File: src/rtl/i_cache_ctrl_nway.sv
// N-way set-associative I-cache controller: valid/LRU ownership, miss refill FSM, CACHE ops.
// Optional ICACHE_PERF_EN adds saturating fetch hit/miss counters.
module i_cache_ctrl_nway #(
    parameter int WAYS       = 2,
    parameter int SETS       = 64,
    parameter int LINE_WORDS = 4,
    localparam int IDX_W     = $clog2(SETS),
    localparam int WAY_W     = $clog2(WAYS),
    localparam int WD_W      = $clog2(LINE_WORDS)
) (
    input  logic             clk,
    input  logic             rst,
    input  logic             i_req_valid,
    input  logic [2:0]       i_req_op,
    input  logic [IDX_W-1:0] i_req_index,
    input  logic [WAY_W-1:0] i_req_way,
    input  logic [WAYS-1:0]  i_tag_match,
    input  logic             i_cache_err,
    output logic             o_mem_req,
    input  logic             i_mem_gnt,
    input  logic             i_mem_rvalid,
    output logic             o_hit,
    output logic [WAY_W-1:0] o_hit_way,
    output logic             o_cache_ready,
    output logic [WAYS-1:0]  o_tag_we,
    output logic [WAYS-1:0]  o_data_we,
    output logic [WD_W-1:0]  o_fill_word,
    output logic [31:0]      o_hit_cnt,
    output logic [31:0]      o_miss_cnt
);

    // state  | meaning
    // S_IDLE | serve fetch hits and CACHE ops in one cycle
    // S_REQ  | line read requested, waiting for grant
    // S_FILL | collecting LINE_WORDS refill beats into the victim way
    // S_DONE | write victim tag, mark valid, make victim MRU
    typedef enum logic [1:0] {S_IDLE, S_REQ, S_FILL, S_DONE} state_t;

    localparam logic [2:0] OP_FETCH = 3'd0;
    localparam logic [2:0] OP_IINV  = 3'd1;
    localparam logic [2:0] OP_AINV  = 3'd2;
    localparam logic [2:0] OP_TAGST = 3'd3;

    state_t           r_state, w_state_nxt;
    logic [WAYS-1:0]  r_valid [SETS];
    logic [WAY_W-1:0] r_age   [SETS][WAYS];
    logic [IDX_W-1:0] r_idx;
    logic [WAY_W-1:0] r_victim;
    logic [WD_W-1:0]  r_beat;

    logic [WAYS-1:0]  w_hit_vec;
    logic             w_hit_any;
    logic [WAY_W-1:0] w_hit_way;
    logic [WAY_W-1:0] w_victim;
    logic [IDX_W-1:0] w_upd_idx;
    logic             w_touch_en;
    logic [WAY_W-1:0] w_touch_way;
    logic             w_clr_en;
    logic [WAY_W-1:0] w_clr_way;
    logic             w_set_en;
    logic             w_miss_start;
    logic             w_beat_en;

    // Lowest hitting way; victim prefers lowest invalid way over the oldest way.
    always_comb begin
        w_hit_vec = i_tag_match & r_valid[i_req_index];
        w_hit_any = |w_hit_vec;
        w_hit_way = '0;
        for (int w = WAYS - 1; w >= 0; w--)
            if (w_hit_vec[w]) w_hit_way = WAY_W'(w);
        w_victim = '0;
        for (int w = 0; w < WAYS; w++)
            if (r_age[i_req_index][w] == WAY_W'(WAYS - 1)) w_victim = WAY_W'(w);
        for (int w = WAYS - 1; w >= 0; w--)
            if (!r_valid[i_req_index][w]) w_victim = WAY_W'(w);
    end

    always_ff @(posedge clk) begin
        if (rst) r_state <= S_IDLE;
        else     r_state <= w_state_nxt;
    end

    always_comb begin
        w_state_nxt   = r_state;
        o_mem_req     = 1'b0;
        o_hit         = 1'b0;
        o_hit_way     = '0;
        o_cache_ready = 1'b0;
        o_tag_we      = '0;
        o_data_we     = '0;
        o_fill_word   = '0;
        w_upd_idx     = i_req_index;
        w_touch_en    = 1'b0;
        w_touch_way   = w_hit_way;
        w_clr_en      = 1'b0;
        w_clr_way     = i_req_way;
        w_set_en      = 1'b0;
        w_miss_start  = 1'b0;
        w_beat_en     = 1'b0;
        case (r_state)
            S_IDLE: begin
                o_cache_ready = 1'b1;
                if (i_req_valid && (i_req_op == OP_FETCH || i_req_op == OP_AINV)) begin
                    o_hit     = w_hit_any;
                    o_hit_way = w_hit_way;
                end
                if (i_req_valid && !i_cache_err) begin
                    case (i_req_op)
                        OP_FETCH: begin
                            if (w_hit_any) begin
                                w_touch_en = 1'b1;
                            end else begin
                                o_cache_ready = 1'b0;
                                w_miss_start  = 1'b1;
                                w_state_nxt   = S_REQ;
                            end
                        end
                        OP_IINV:  w_clr_en = 1'b1;
                        OP_AINV: begin
                            w_clr_en  = w_hit_any;
                            w_clr_way = w_hit_way;
                        end
                        OP_TAGST: o_tag_we = WAYS'(1) << i_req_way;
                        default: ;
                    endcase
                end
            end
            S_REQ: begin
                o_mem_req = 1'b1;
                if (i_mem_gnt) w_state_nxt = S_FILL;
            end
            S_FILL: begin
                o_fill_word = r_beat;
                // Memory has committed the beat, so it is written even under cache_err.
                if (i_mem_rvalid) begin
                    o_data_we = WAYS'(1) << r_victim;
                    w_beat_en = 1'b1;
                    if (r_beat == WD_W'(LINE_WORDS - 1)) w_state_nxt = S_DONE;
                end
            end
            S_DONE: begin
                w_upd_idx = r_idx;
                if (!i_cache_err) begin
                    o_tag_we    = WAYS'(1) << r_victim;
                    w_set_en    = 1'b1;
                    w_touch_en  = 1'b1;
                    w_touch_way = r_victim;
                    w_state_nxt = S_IDLE;
                end
            end
            default: w_state_nxt = S_IDLE;
        endcase
    end

    always_ff @(posedge clk) begin
        if (rst) begin
            for (int s = 0; s < SETS; s++) begin
                r_valid[s] <= '0;
                for (int w = 0; w < WAYS; w++) r_age[s][w] <= WAY_W'(w);
            end
            r_idx    <= '0;
            r_victim <= '0;
            r_beat   <= '0;
        end else begin
            if (w_miss_start) begin
                r_idx    <= i_req_index;
                r_victim <= w_victim;
                r_beat   <= '0;
            end
            if (w_beat_en) r_beat <= r_beat + 1'b1;
            if (w_clr_en)  r_valid[w_upd_idx][w_clr_way] <= 1'b0;
            if (w_set_en)  r_valid[w_upd_idx][r_victim]  <= 1'b1;
            // Younger-than-touched ways age by one; the ages remain a permutation.
            if (w_touch_en) begin
                for (int w = 0; w < WAYS; w++)
                    if (r_age[w_upd_idx][w] < r_age[w_upd_idx][w_touch_way])
                        r_age[w_upd_idx][w] <= r_age[w_upd_idx][w] + 1'b1;
                r_age[w_upd_idx][w_touch_way] <= '0;
            end
        end
    end

`ifdef ICACHE_PERF_EN
    logic [31:0] r_hit_cnt, r_miss_cnt;
    logic        w_cnt_hit;

    assign w_cnt_hit = w_touch_en && (r_state == S_IDLE);

    always_ff @(posedge clk) begin
        if (rst) begin
            r_hit_cnt  <= '0;
            r_miss_cnt <= '0;
        end else begin
            if (w_cnt_hit && r_hit_cnt != 32'hFFFF_FFFF)     r_hit_cnt  <= r_hit_cnt + 32'd1;
            if (w_miss_start && r_miss_cnt != 32'hFFFF_FFFF) r_miss_cnt <= r_miss_cnt + 32'd1;
        end
    end

    assign o_hit_cnt  = r_hit_cnt;
    assign o_miss_cnt = r_miss_cnt;
`else
    assign o_hit_cnt  = '0;
    assign o_miss_cnt = '0;
`endif

endmodule

File: config.mk
export PLATFORM = sky130hd
export DESIGN_NAME = i_cache_ctrl_nway
export DESIGN_NICKNAME = d
export VERILOG_FILES = /design/src/rtl/i_cache_ctrl_nway.sv
export SDC_FILE = /design/constraint.sdc
export NUM_CORES = 1
export LEC_CHECK = 0
export ABC_AREA = 1
export BUFFER_PORTS_ARGS = -buffer_cell sky130_fd_sc_hd__clkbuf_2
export CAP_MARGIN = 40
export CORE_ASPECT_RATIO = 1.75
export CORE_UTILIZATION = 38
export DETAILED_ROUTE_END_ITERATION = 8
export SYNTH_ARGS = -nofsm -noshare
export SYNTH_HDL_FRONTEND = slang
export SYNTH_SLANG_ARGS = --single-unit
File: constraint.sdc
create_clock -name clk -period 2.93 [get_ports clk]
set_clock_uncertainty 0.2 [all_clocks]
set_input_delay 0.586 -clock clk [delete_from_list [all_inputs] [get_ports clk]]
set_output_delay 0.586 -clock clk [all_outputs]
set_load 0.02 [all_outputs]
==> flow_metrics.env <==
export IMPL_timing_rr_start="r_state[0]"
export IMPL_synthesized_flop_and_latch_total=267
export IMPL_drt_pass1_iter_count=6
export IMPL_worst_endpoint_arrival_ps=3670
export IMPL_die_h_um=271.2
export IMPL_synth_area_per_cell_um2=7.599
export IMPL_area_sequential_um2=7900
export IMPL_clk_insertion_delay_late_ps=550
export IMPL_clock_path_buffers=3
export IMPL_rsz0062_at_grt="yes"
export IMPL_fillCellCount=3470
export IMPL_route_vias_total=16500
export IMPL_pin_count=92
export IMPL_post_layout_nonfiller_instances=2921
export IMPL_synth_seq_area_share=0.5021
export IMPL_drive_above_1_share=0.3135
export IMPL_place_inst=2784
export IMPL_timing_hold_worst_class="in -> reg"
export IMPL_drc=0
export IMPL_layout_worst_path_cycle_share=1.239
export IMPL_grt_max_degree=166
export IMPL_slew_headroom=0.3160
export IMPL_nNetsFinal=2376
export IMPL_timing_final_ws_setup_ps=-698.8
export IMPL_wl_um=68230
export IMPL_multi_input_area_um2=8003
export IMPL_critical_path_class="reg -> reg"
export IMPL_drt_vias_per_instance=5.649
export IMPL_finalWeightedCongestion=0.9295
export IMPL_globalRouteOverflowTotal=0
export IMPL_powerDensity_nw_per_um2=445.0
export IMPL_violations_in_the_final_reports="setup timing"
export IMPL_area_growth_syn_to_layout_pct=42.84
export IMPL_dp_hpwl_um=35650
export IMPL_synth_edff_count=255
export IMPL_clk_pin_slew_ps=70
export IMPL_detail_route_iter0_violations=1873
export IMPL_endpoint_kind="flop"
export IMPL_synth_main_ff_cell="edfxtp_1"
export IMPL_detail_route_wl_per_cell_um=23.36
export IMPL_numCtsBuffers=25
export IMPL_port_buffers=27
export IMPL_antenna_violating_nets_post_route=0
export IMPL_overall_die_area_um2=42250
export IMPL_cts_tree="done"
export IMPL_finalHoldWorstSlack_ps=196.8
export IMPL_timing_hold_violations_final=0
export IMPL_globalRouteTotalUtil=0.2791
export IMPL_yosysUniqueCellTypes=31
export IMPL_status="finished, violations left"
export IMPL_cp_startpoint="r_state[0]"
export IMPL_tritoncts_num_sinks=267
export IMPL_syn_area_um2=15730
export IMPL_grt_first_pass_wirelength_um=87900
export IMPL_worst_margin_slew_ps=1026
export IMPL_cts_hold_repair_buffers=0
export IMPL_p_leak_nw=9.174
export IMPL_required_ps=2970
export IMPL_ir_drop_v=0.0003656
export IMPL_initial_core_util=0.3852
export IMPL_number_of_antenna_violations_at_the_first_check_in_global_routing=0
export IMPL_yosysWarnings=0
export IMPL_final_max_tran_viols=0
export IMPL_maxClockFrequency_ghz=0.2756
export IMPL_hold_path_startpoint="rst"
export IMPL_std_cell_rows=98
export IMPL_cts_root_buffer="clkbuf_16"
export IMPL_setup_viol=346
export IMPL_maxCapViolations=0
export IMPL_cts_htree_levels=1
export IMPL_start_kind="flop"
export IMPL_worst_path_max_fanout=7
export IMPL_grt_pass1_vias=15300
export IMPL_fp_coreArea_um2=40830
export IMPL_syn_instance_count=2070
export IMPL_die_width_um=155.8
export IMPL_final_period_minus_worst_setup_slack_ps=3629
export IMPL_synth_async_sr_flop_share=0
per-stage QoR:
stage / TNS [ps] / util / power, mW / setup slack [ps] / area, um2
after CTS: -85010 / 0.5031 / 9.356 / -417.9 / 20540
final: -152320 / 0.5503 / 9.999 / -698.8 / 22470
after global placement: -249740 / 0.4490 / 6.041 / -744.7 / 18330
after detailed placement: -255090 / 0.4490 / 6.071 / -759.4 / 18330
after global routing: -168970 / 0.5502 / 10.22 / -753.0 / 22470
after floorplan: -1456 / - / 5.370 / -20.74 / 16120
power breakdown:
group / leakage, nW / switching [mW] / internal, mW
Clock: 0.361 / 1.48 / 1.69
Sequential: 2.51 / 0.0502 / 4.27
Combinational: 6.31 / 1.55 / 0.958
critical path: stages, from the launching register on:
cell and delay (ps):
dfxtp_2 330, ha_4 190, inv_6 90, buf_6 100, o21ai_4 90, buf_12 150, nand3_4 120, buf_12 200
nor2_4 40, nor2_2 130, nand4_1 230, nand2_2 280, nand2_4 100, inv_2 70, nand2_2 70, nor2_2 110
nand2_2 80, nand2_4 140, nand2_8 140, buf_12 170, clkbuf_16 160, o21ai_2 110
layer usage:
layer,share of wire,routed length (um),track usage,vias up
met1,0.32,21560,0.2918,7746
met4,0.11,7671,0.2394,0
met5,0,0,0,-
li1,-,-,-,7189
met2,0.47,31920,0.4831,1160
met3,0.10,7070,0.04502,407
layout make-up:
cell class,count,share of cell area
multi-input combinational,1546,0.3562
sequential,267,0.3516
timing repair buffer,399,0.2061
tap,550,0.03063
clock buffer,37,0.03029
inverter,113,0.02205
clock inverter,7,0.002562
timing repair inverter,1,0.0005012
antenna,1,0.0001114
worst paths after layout:
| path | slack (ps) | cells past startpoint | to |
|---|---|---|---|
| worst max-delay path | -700 | 21 | r_age[28][0] |
| worst min-delay path | 200 | 2 | r_beat[1] |
| worst min register to register | 290 | 2 | r_beat[1] |
| worst max register to register | -700 | 21 | r_age[28][0] |
layout by cell type, fill, tap and decap left out, drive strengths merged, types with 2 or more instances in the layout:
master and count:
nor2 428, nand2 633, o22ai 44, or2 5
dfxtp 12, o211ai 3, nand4 6, nand3 194
ha 5, inv 109, clkinv 9, clkbuf 86
o221ai 2, nor3 5, a21oi 18, clkinvlp 2
conb 64, o21ai 133, edfxtp 255, buf 349
synthesized netlist by cell type (all sizes together) (3+ instances only):
| master | instances | area, um2 |
|---|---|---|
| a21oi | 18 | 105.1 |
| buf | 131 | 849.6 |
| clkbuf | 77 | 289.0 |
| dfxtp | 12 | 240.2 |
| edfxtp | 255 | 7657 |
| ha | 5 | 62.56 |
| inv | 113 | 426.7 |
| nand2 | 632 | 2372 |
| nand3 | 194 | 970.9 |
| nand4 | 6 | 37.54 |
| nor2 | 428 | 1607 |
| nor3 | 5 | 25.02 |
| o211ai | 3 | 22.52 |
| o21ai | 133 | 691.9 |
| o22ai | 44 | 275.3 |
| or2 | 5 | 31.28 |
state kept, by name, indices dropped and copies added (netlist names):
signal and count:
r_valid 128, r_age 128, r_idx 6, r_victim 1, r_beat 2, r_state 2
cells by family (layout without fill, tap and decap cells):
kind of cell | count (synthesis) | count (layout) | synth area share
AND/OR/NAND/NOR | 1272 | 1273 | 0.3215
buffers and inverters | 321 | 557 | 0.09951
flip-flops | 267 | 267 | 0.5021
AO/OA/AOI/OAI | 203 | 203 | 0.07207
adder cells (fa/ha/maj) | 5 | 5 | 0.003977
other | 1 | 65 | 0.0002384
multiplexers | 1 | 1 | 0.0006364
repair_timing:
item | in CTS | in global routing
gates resized for setup | 249 | 306
gates cloned | 22 | 30
setup buffers | 21 | 26
pin swaps | 7 | 63
endpoints found under the setup margin | 432 | 475
Power figures use the tool's default switching activity.
